File: src/rtl/cpu6_ifu_if.sv
// Fetch-unit bundle: EX redirect, instruction-memory req/gnt/rvalid and the
// valid/ready presentation of pcE/instrE to EX.
interface cpu6_ifu_if #(
  parameter int XLEN = 32
);
  logic            pcsrcE;
  logic [XLEN-1:0] pcnextE;
  logic            imem_req;
  logic [XLEN-1:0] imem_addr;
  logic            imem_gnt;
  logic            imem_rvalid;
  logic [31:0]     imem_rdata;
  logic            validE;
  logic [XLEN-1:0] pcE;
  logic [31:0]     instrE;
  logic            readyE;

  modport master (
    input  pcsrcE, pcnextE, imem_gnt, imem_rvalid, imem_rdata, readyE,
    output imem_req, imem_addr, validE, pcE, instrE
  );

  modport slave (
    output pcsrcE, pcnextE, imem_gnt, imem_rvalid, imem_rdata, readyE,
    input  imem_req, imem_addr, validE, pcE, instrE
  );
endinterface

File: src/rtl/cpu6_ifu.sv
// Instruction fetch unit: credit-limited in-order fetch into a small queue
// of {pc, instr}, with EX redirect flushing the queue and dropping stale fetches.
module cpu6_ifu #(
  parameter int              XLEN       = 32,
  parameter logic [XLEN-1:0] RESET_PC   = '0,
  parameter int              FIFO_DEPTH = 2,
  parameter int              CNT_W      = 2
) (
  input logic        clk,
  input logic        reset,
  cpu6_ifu_if.master bus
);
  localparam int PTR_W = $clog2(FIFO_DEPTH);

  logic [XLEN-1:0]  r_pc_f;
  logic [XLEN-1:0]  r_resp_pc;
  logic [CNT_W-1:0] r_count;
  logic [CNT_W-1:0] r_outstanding;
  logic [CNT_W-1:0] r_drop_cnt;
  logic [PTR_W-1:0] r_wr_ptr;
  logic [PTR_W-1:0] r_rd_ptr;
  logic [XLEN-1:0]  r_q_pc    [FIFO_DEPTH];
  logic [31:0]      r_q_instr [FIFO_DEPTH];

  logic             w_redirect;
  logic             w_valid;
  logic             w_pop;
  logic             w_grant;
  logic             w_push;
  logic [CNT_W:0]   w_inflight;
  logic [XLEN-1:0]  w_target;

  assign w_redirect = bus.pcsrcE;
  assign w_valid    = (r_count != '0);
  assign w_pop      = w_valid & bus.readyE & ~w_redirect;
  assign w_grant    = bus.imem_req & bus.imem_gnt;
  assign w_push     = bus.imem_rvalid & (r_drop_cnt == '0) & ~w_redirect;
  assign w_target   = bus.pcnextE & ~(XLEN'(3));

  // Credit: queued + in-flight after this cycle's pop must leave room for one more.
  assign w_inflight = {1'b0, r_count} + {1'b0, r_outstanding} - {{CNT_W{1'b0}}, w_pop};

  assign bus.imem_req  = ~reset & ~w_redirect & (w_inflight < (CNT_W+1)'(FIFO_DEPTH));
  assign bus.imem_addr = r_pc_f;
  assign bus.validE    = w_valid;
  assign bus.pcE       = r_q_pc[r_rd_ptr];
  assign bus.instrE    = r_q_instr[r_rd_ptr];

  // NOTE: all state here uses non-blocking assignments so every register samples
  // pre-edge values; blocking would let later statements see half-updated state.
  always_ff @(posedge clk or posedge reset) begin
    if (reset) begin
      r_pc_f        <= RESET_PC & ~(XLEN'(3));
      r_resp_pc     <= RESET_PC & ~(XLEN'(3));
      r_count       <= '0;
      r_outstanding <= '0;
      r_drop_cnt    <= '0;
      r_wr_ptr      <= '0;
      r_rd_ptr      <= '0;
      // NOTE: the queue storage is reset on purpose so pcE/instrE read 0 out of
      // reset; this is only affordable because the queue is a handful of flops.
      for (int i = 0; i < FIFO_DEPTH; i++) begin
        r_q_pc[i]    <= '0;
        r_q_instr[i] <= '0;
      end
    end else if (w_redirect) begin
      r_pc_f        <= w_target;
      r_resp_pc     <= w_target;
      r_count       <= '0;
      r_wr_ptr      <= '0;
      r_rd_ptr      <= '0;
      r_outstanding <= r_outstanding - CNT_W'(bus.imem_rvalid);
      r_drop_cnt    <= r_outstanding - CNT_W'(bus.imem_rvalid);
    end else begin
      if (w_grant) begin
        r_pc_f <= r_pc_f + XLEN'(4);
      end
      r_outstanding <= r_outstanding + CNT_W'(w_grant) - CNT_W'(bus.imem_rvalid);
      if (bus.imem_rvalid && (r_drop_cnt != '0)) begin
        r_drop_cnt <= r_drop_cnt - CNT_W'(1);
      end
      if (w_push) begin
        r_q_pc[r_wr_ptr]    <= r_resp_pc;
        r_q_instr[r_wr_ptr] <= bus.imem_rdata;
        r_resp_pc           <= r_resp_pc + XLEN'(4);
        r_wr_ptr            <= r_wr_ptr + PTR_W'(1);
      end
      if (w_pop) begin
        r_rd_ptr <= r_rd_ptr + PTR_W'(1);
      end
      r_count <= r_count + CNT_W'(w_push) - CNT_W'(w_pop);
    end
  end

  a_no_push_when_full: assert property (@(posedge clk) disable iff (reset)
    !(w_push && !w_pop && (r_count == CNT_W'(FIFO_DEPTH))));
endmodule

File: src/flat_wrapper.sv
// flat-port wrapper written by rule: the top's interface ports become plain ports
module cpu6_ifu_flat 
#(
  parameter int              XLEN       = 32,
  parameter logic [XLEN-1:0] RESET_PC   = '0,
  parameter int              FIFO_DEPTH = 2,
  parameter int              CNT_W      = 2
)
  (clk, reset, bus_pcsrcE, bus_pcnextE, bus_imem_gnt, bus_imem_rvalid, bus_imem_rdata, bus_readyE, bus_imem_req, bus_imem_addr, bus_validE, bus_pcE, bus_instrE);
  cpu6_ifu_if #(.XLEN(XLEN)) bus_i ();
  input logic clk;
  input logic reset;
  input wire logic [$bits(bus_i.pcsrcE)-1:0] bus_pcsrcE;
  input wire logic [$bits(bus_i.pcnextE)-1:0] bus_pcnextE;
  input wire logic [$bits(bus_i.imem_gnt)-1:0] bus_imem_gnt;
  input wire logic [$bits(bus_i.imem_rvalid)-1:0] bus_imem_rvalid;
  input wire logic [$bits(bus_i.imem_rdata)-1:0] bus_imem_rdata;
  input wire logic [$bits(bus_i.readyE)-1:0] bus_readyE;
  output wire logic [$bits(bus_i.imem_req)-1:0] bus_imem_req;
  output wire logic [$bits(bus_i.imem_addr)-1:0] bus_imem_addr;
  output wire logic [$bits(bus_i.validE)-1:0] bus_validE;
  output wire logic [$bits(bus_i.pcE)-1:0] bus_pcE;
  output wire logic [$bits(bus_i.instrE)-1:0] bus_instrE;
  assign bus_i.pcsrcE = bus_pcsrcE;
  assign bus_i.pcnextE = bus_pcnextE;
  assign bus_i.imem_gnt = bus_imem_gnt;
  assign bus_i.imem_rvalid = bus_imem_rvalid;
  assign bus_i.imem_rdata = bus_imem_rdata;
  assign bus_i.readyE = bus_readyE;
  assign bus_imem_req = bus_i.imem_req;
  assign bus_imem_addr = bus_i.imem_addr;
  assign bus_validE = bus_i.validE;
  assign bus_pcE = bus_i.pcE;
  assign bus_instrE = bus_i.instrE;
  cpu6_ifu #(.XLEN(XLEN), .RESET_PC(RESET_PC), .FIFO_DEPTH(FIFO_DEPTH), .CNT_W(CNT_W)) u_core (.clk(clk), .reset(reset), .bus(bus_i));
endmodule
File: config.mk
export PLATFORM = sky130hd
export DESIGN_NAME = cpu6_ifu_flat
export DESIGN_NICKNAME = d
export VERILOG_FILES = /design/src/rtl/cpu6_ifu_if.sv /design/src/rtl/cpu6_ifu.sv /design/src/flat_wrapper.sv
export SDC_FILE = /design/constraint.sdc
export NUM_CORES = 1
export LEC_CHECK = 0
export CAP_MARGIN = 20
export CORE_MARGIN = 2
export CORE_UTILIZATION = 40
export CTS_BUF_LIST = sky130_fd_sc_hd__clkbuf_16
export DETAILED_ROUTE_END_ITERATION = 8
export PLACE_DENSITY = 0.66
export SYNTH_ARGS = -nofsm -noshare
export SYNTH_HDL_FRONTEND = slang
export SYNTH_SLANG_ARGS = --single-unit
File: constraint.sdc
create_clock -name clk -period 6.9 [get_ports clk]
set_input_delay 1.38 -clock clk [delete_from_list [all_inputs] [get_ports clk]]
set_output_delay 1.38 -clock clk [all_outputs]
set_load 0.005 [all_outputs]
# Word-level counts from Yosys, hierarchy flattened
# Cells that the tools add are included.
dict set report totals {
  register_bits 200
  inputBits 70
  out_inout_bits 98
  elab_cells 70
}
dict set report op_classes {
  add_sub_neg 12
  magnitude_cmp 4
  muxes 22
  n_bitwise 11
  reduce_logical 10
}
# op n
set op_table {}
lappend op_table {{$mux 32} 11}
lappend op_table {{$bwmux 64} 2}
lappend op_table {{$add 32x3->32 const B} 2}
lappend op_table {{$demux 32 s1} 1}
lappend op_table {{$reduce_bool 2->1} 6}
lappend op_table {{$mux 2} 4}
lappend op_table {{$and 1x1->1} 7}
lappend op_table {{$sub 2x1->2} 3}
lappend op_table {{$add 2x1->2} 2}
lappend op_table {{$ge 2x2->1 const B} 2}
lappend op_table {{$mux 1} 4}
lappend op_table {{$not 1->2} 2}
lappend op_table {{$add 2x2->3} 1}
lappend op_table {{$lt 3x2->1 const B} 1}
lappend op_table {{$sub 3x1->3} 1}
lappend op_table {{$add 1x1->1 const B} 2}
lappend op_table {{$logic_and 1x1->1} 2}
lappend op_table {{$logic_not 2->1} 1}
lappend op_table {{$lt 2x1->1 const B} 1}
lappend op_table {{$not 1->1} 2}
lappend op_table {{$reduce_and 2->1} 1}
lappend op_table {{$sub 2x1->2 const B} 1}

# Logic depth before layout (Yosys ltp)
dict set report depth {
  word_depth 10
  mapped_depth 15
  depth_no_buf 14
}

# Worst setup path after synthesis
# OpenSTA, ideal clock, no wires.
dict set report synth_timing {
  path_kind {input-to-output}
  startpoint {in bus_pcsrcE}
  endpoint {out bus_imem_req}
  arrival_ns 3.293
  required_time_ns 5.520
  setup_slack_ns 2.227
  stages 10
  n_path_buf 3
  path_cell_list {buf_2 clkbuf_1 buf_1 nor2_1 ha_1 inv_1 nand2_1 fa_1 xor2_1 and3_1}
}
dict set report synth_between {
  elab_chain_cells 5
  word_cells_on_any_way 6
  cone_classes {add/sub (1); order compare (1); bitwise (4)}
}
# item line
set synth_rtl {}
lappend synth_rtl {{start, declared} flat_wrapper.sv:13} ;# input wire logic [$bits(bus_i.pcsrcE)-1:0] bus_pcsrcE;
lappend synth_rtl {{$not 1->1 (no line) *} -}
lappend synth_rtl {{$and 1x1->1} cpu6_ifu.sv:35} ;# assign w_pop = w_valid & bus.readyE & ~w_redirect;
lappend synth_rtl {{$sub 3x1->3} cpu6_ifu.sv:41} ;# assign w_inflight = {1'b0, r_count} + {1'b0, r_outstanding} - {{CNT_W{1'b0}}, w_pop};
lappend synth_rtl {{$lt 3x2->1} cpu6_ifu.sv:43} ;# assign bus.imem_req = ~reset & ~w_redirect & (w_inflight < (CNT_W+1)'(FIFO_DEPTH));
lappend synth_rtl {{$and 1x1->1 *} cpu6_ifu.sv:43}
lappend synth_rtl {{end, declared} flat_wrapper.sv:19} ;# output wire logic [$bits(bus_i.imem_req)-1:0] bus_imem_req;
# Mark *: on every way between the ends. The rest lies on a longest branch, timed or not.

# Final worst setup path
dict set report layout_timing {
  startpoint {in bus_readyE}
  endpoint {out bus_imem_req}
}
dict set report layout_between {
  elab_chain_cells 5
}
# item line
set layout_rtl {}
lappend layout_rtl {{start, declared} flat_wrapper.sv:18} ;# input wire logic [$bits(bus_i.readyE)-1:0] bus_readyE;
lappend layout_rtl {{$and 1x1->1 (2 in series)} cpu6_ifu.sv:35}
lappend layout_rtl {{$sub 3x1->3} cpu6_ifu.sv:41}
lappend layout_rtl {{$lt 3x2->1} cpu6_ifu.sv:43}
lappend layout_rtl {{$and 1x1->1} cpu6_ifu.sv:43}
# No other way between the ends.

==> results.sh <==
export IMPL_cp_slowest_cell="clkdlybuf4s50_1"
export IMPL_drt_wl_total_um=21150
export IMPL_crit_family="buffers and inverters"
export IMPL_fmax_mhz=199.2
export IMPL_rsz0062_at_grt="no"
export IMPL_status="complete, no violations"
export IMPL_grt_max_degree=76
export IMPL_hpwl_um=14250
export IMPL_die_height_um=156.5
export IMPL_yosysTopAreaCell="dfrtp_1"
export IMPL_layout_filler_cells=1994
export IMPL_htree_num_levels=4
export IMPL_nets=984
export IMPL_drive_above_1_share_pct=27.34
export IMPL_diodes=0
export IMPL_synthArstFlopShare_pct=100.0
export IMPL_syn_area_um2=9306
export IMPL_ys_ff_latch=192
export IMPL_p_leak_nw=5.014
export IMPL_p_per_area_nw_per_um2=351.2
export IMPL_ir_drop_uv=155.7
export IMPL_final_util_pct=51.55
export IMPL_crit_chain="clkdlybuf4s50_1 -> nand2_1 -> nor2_1 -> ha_1 -> inv_1 -> nand2_1 -> fa_1 -> xor2_1 -> and3_1 -> clkdlybuf4s50_1"
export IMPL_cp_start_kind="input pin"
export IMPL_synth_cells=755
export IMPL_antenna_left=0
export IMPL_maxCapViolations=0
export IMPL_clk_path_buf_depth=2
export IMPL_drc=0
export IMPL_root_buffer="clkbuf_16"
export IMPL_fin_area_um2=11710
export IMPL_clkSinkCount=192
export IMPL_vias=6382
export IMPL_worst_pin_slew_ps=1025
export IMPL_hold_class="reg -> reg"
export IMPL_critPathMaxFanout=2
export IMPL_rows=55
export IMPL_portBuffers=161
export IMPL_tns_ps=0
export IMPL_grt_pass1_wl_um=34850
export IMPL_cts_made_buffers=17
export IMPL_synthTopCellsByArea="dfrtp_1 52%, mux2_2 23%, xor2_1 2.7%, nand2_1 2.2%, nand4_1 1.7%"
export IMPL_setup_violations_final=0
export IMPL_synth_edff_count=0
export IMPL_hold_buffers=0
export IMPL_cp_required_ps=5520
export IMPL_ys_seq_area_share_pct=51.63
export IMPL_gp_congestion=0.8424
export IMPL_grt_pass1_vias=6498
export IMPL_slew_headroom_pct=31.39
export IMPL_layout_min_cycle_time_ps=5021
export IMPL_synth_avg_cell_area_um2=12.33
export IMPL_cts_setup_buffers=0
export IMPL_pin_count=168
export IMPL_yosysTopAreaCellShare_pct=51.63
export IMPL_antenna_found_initial=0
export IMPL_fp_dieW_um=156.5
export IMPL_drt_iter0_markers=300
export IMPL_routed_via_density=5.305
export IMPL_place_area_um2=11130
export IMPL_cts_clk_slew_worst_paths_ps=70
export IMPL_worst_clock_skew_ps=11.38
export IMPL_drt_pass1_iterations=7
export IMPL_cts_resized=0
export IMPL_path_buf_inv=3
export IMPL_grt_use_total_pct=18.11
export IMPL_synth_cell_type_count=51
export IMPL_hold_viol=0
export IMPL_crit_type="in -> out"
export IMPL_coreArea_um2=22710
export IMPL_yosys_top_cells_count="192 x dfrtp_1, 192 x mux2_2, 54 x nand2_1"
export IMPL_ff_latch_area_um2=4806
export IMPL_slowest_delay_ps=500
export IMPL_die_area_um2=24500
export IMPL_syn2layout_area_growth_pct=25.79
export IMPL_finalCritPeriodShare_pct=72.76
export IMPL_wl_per_cell_um=17.58
export IMPL_critPathArrivalTime_ps=3640
export IMPL_start_util_pct=40.98
export IMPL_ys_flop_type="dfrtp_1"
export IMPL_cp_end_kind="output pin"
export IMPL_slew_violations=0
export IMPL_gr_total_overflow=0
export IMPL_yosysWarningCount=0
export IMPL_clk_latency_ps=430
export IMPL_tritoncts="built"
export IMPL_multiInputGateArea_um2=4222
## routing by layer
metal / wire (um) / GRT usage (%) / share of wire [%] / up-vias
li1: - / - / - / 3008
met2: 9225 / 26.89 / 44 / 205
met3: 1222 / 3.295 / 5.8 / 27
met1: 10310 / 26.52 / 49 / 3142
met4: 397 / 6.466 / 1.9 / 0
met5: 0 / 0 / 0 / -
## state kept, by name, summed over array words and instances (netlist names)
signal	flops
u_core.bus.imem_addr	30
u_core.r_count	2
u_core.r_drop_cnt	2
u_core.r_outstanding	2
u_core.r_q_instr	64
u_core.r_q_pc	60
u_core.r_rd_ptr	1
u_core.r_resp_pc	30
u_core.r_wr_ptr	1
## worst reg2reg max path, stage by stage (launching register included)
cell      delay [ps]
dfrtp_1          400
inv_1             80
nand2_1           90
nand2_1          140
nor2_1            60
ha_1             260
inv_1             70
nand2_1           60
fa_1             370
xor2_1           180
nand4_1          100
buf_4            280
inv_2            230
nor2_1           830
o21ai_0          200
o311ai_0         140
## through the flow
step / total power, mW / hold WS [ps] / cells / worst slack (ps)
2_1_floorplan: 2.489 / 444.4 / 758 / 292.8
3_3_place_gp: 3.142 / 463.8 / 1170 / 1876
3_5_place_dp: 3.177 / 474.2 / 1171 / 1879
4_1_cts: 4.167 / 490.1 / 1203 / 1859
5_1_grt: 4.376 / 513.2 / 1203 / 1704
6_report: 4.111 / 486.2 / 1203 / 1879
## final timing paths
kind / startpoint / end / slack (ps) / depth (start not counted)
max: bus_readyE / bus_imem_req / 1880 / 10
min: u_core.r_q_pc[30] / u_core.r_q_pc[30] / 490 / 2
max reg2reg: u_core.r_count[1] / u_core.bus.imem_addr[7] / 3300 / 15
min reg2reg: u_core.r_q_pc[30] / u_core.r_q_pc[30] / 490 / 2
max in group asynchronous: reset / u_core.r_q_pc[45] / 4220 / 3
min in group asynchronous: reset / u_core.r_count[0] / 1440 / 2
## layout make-up
| cell class | instances | share of cell area (%) |
|---|---|---|
| inverter | 16 | 0.5772 |
| multi-input combinational | 509 | 36.06 |
| tap | 285 | 3.046 |
| clock inverter | 15 | 1.283 |
| timing repair buffer | 169 | 14.34 |
| sequential | 192 | 41.05 |
| clock buffer | 17 | 3.634 |
## layout by cell type (no fill, tap or decap), types with 5 or more instances in the layout
cell type / synthesis / layout
xnor2_1: 16 / 16
buf_4: 6 / 7
nand4_1: 26 / 26
clkbuf_16: 0 / 17
nand3_1: 27 / 27
inv_1: 14 / 13
o211ai_1: 12 / 12
dfrtp_1: 192 / 191
nand2_1: 54 / 53
nor2_1: 24 / 24
mux2_2: 192 / 192
and3_1: 10 / 10
a31oi_1: 5 / 5
clkdlybuf4s50_1: 0 / 160
xor2_1: 29 / 29
o21ai_0: 25 / 25
o311ai_0: 5 / 5
nor3_1: 5 / 5
o21ai_1: 9 / 9
a21oi_1: 10 / 10
ha_1: 8 / 8
inv_8: 0 / 5
and2_1: 6 / 6
## kinds of logic (layout without fill, tap and decap cells)
family / Yosys count / in the layout / share of synthesized area [%]
muxes: 193 / 193 / 23.34
DFF: 192 / 192 / 51.63
and+or+nand+nor: 180 / 180 / 10.98
AOI/OAI and AO/OA: 78 / 78 / 5.257
buffers and inverters: 57 / 217 / 3.227
xor gates and xnor gates: 45 / 45 / 4.235
adders and majority gates: 9 / 9 / 1.291
other: 1 / 4 / 0.04029
## power by group
group          total, mW  internal (mW)  switching (mW)
Combinational       1.40          0.919           0.478
Sequential          1.74           1.52           0.228
Clock              0.970          0.510           0.460
Total               4.11           2.94            1.17
Power figures use the tool's default switching activity.
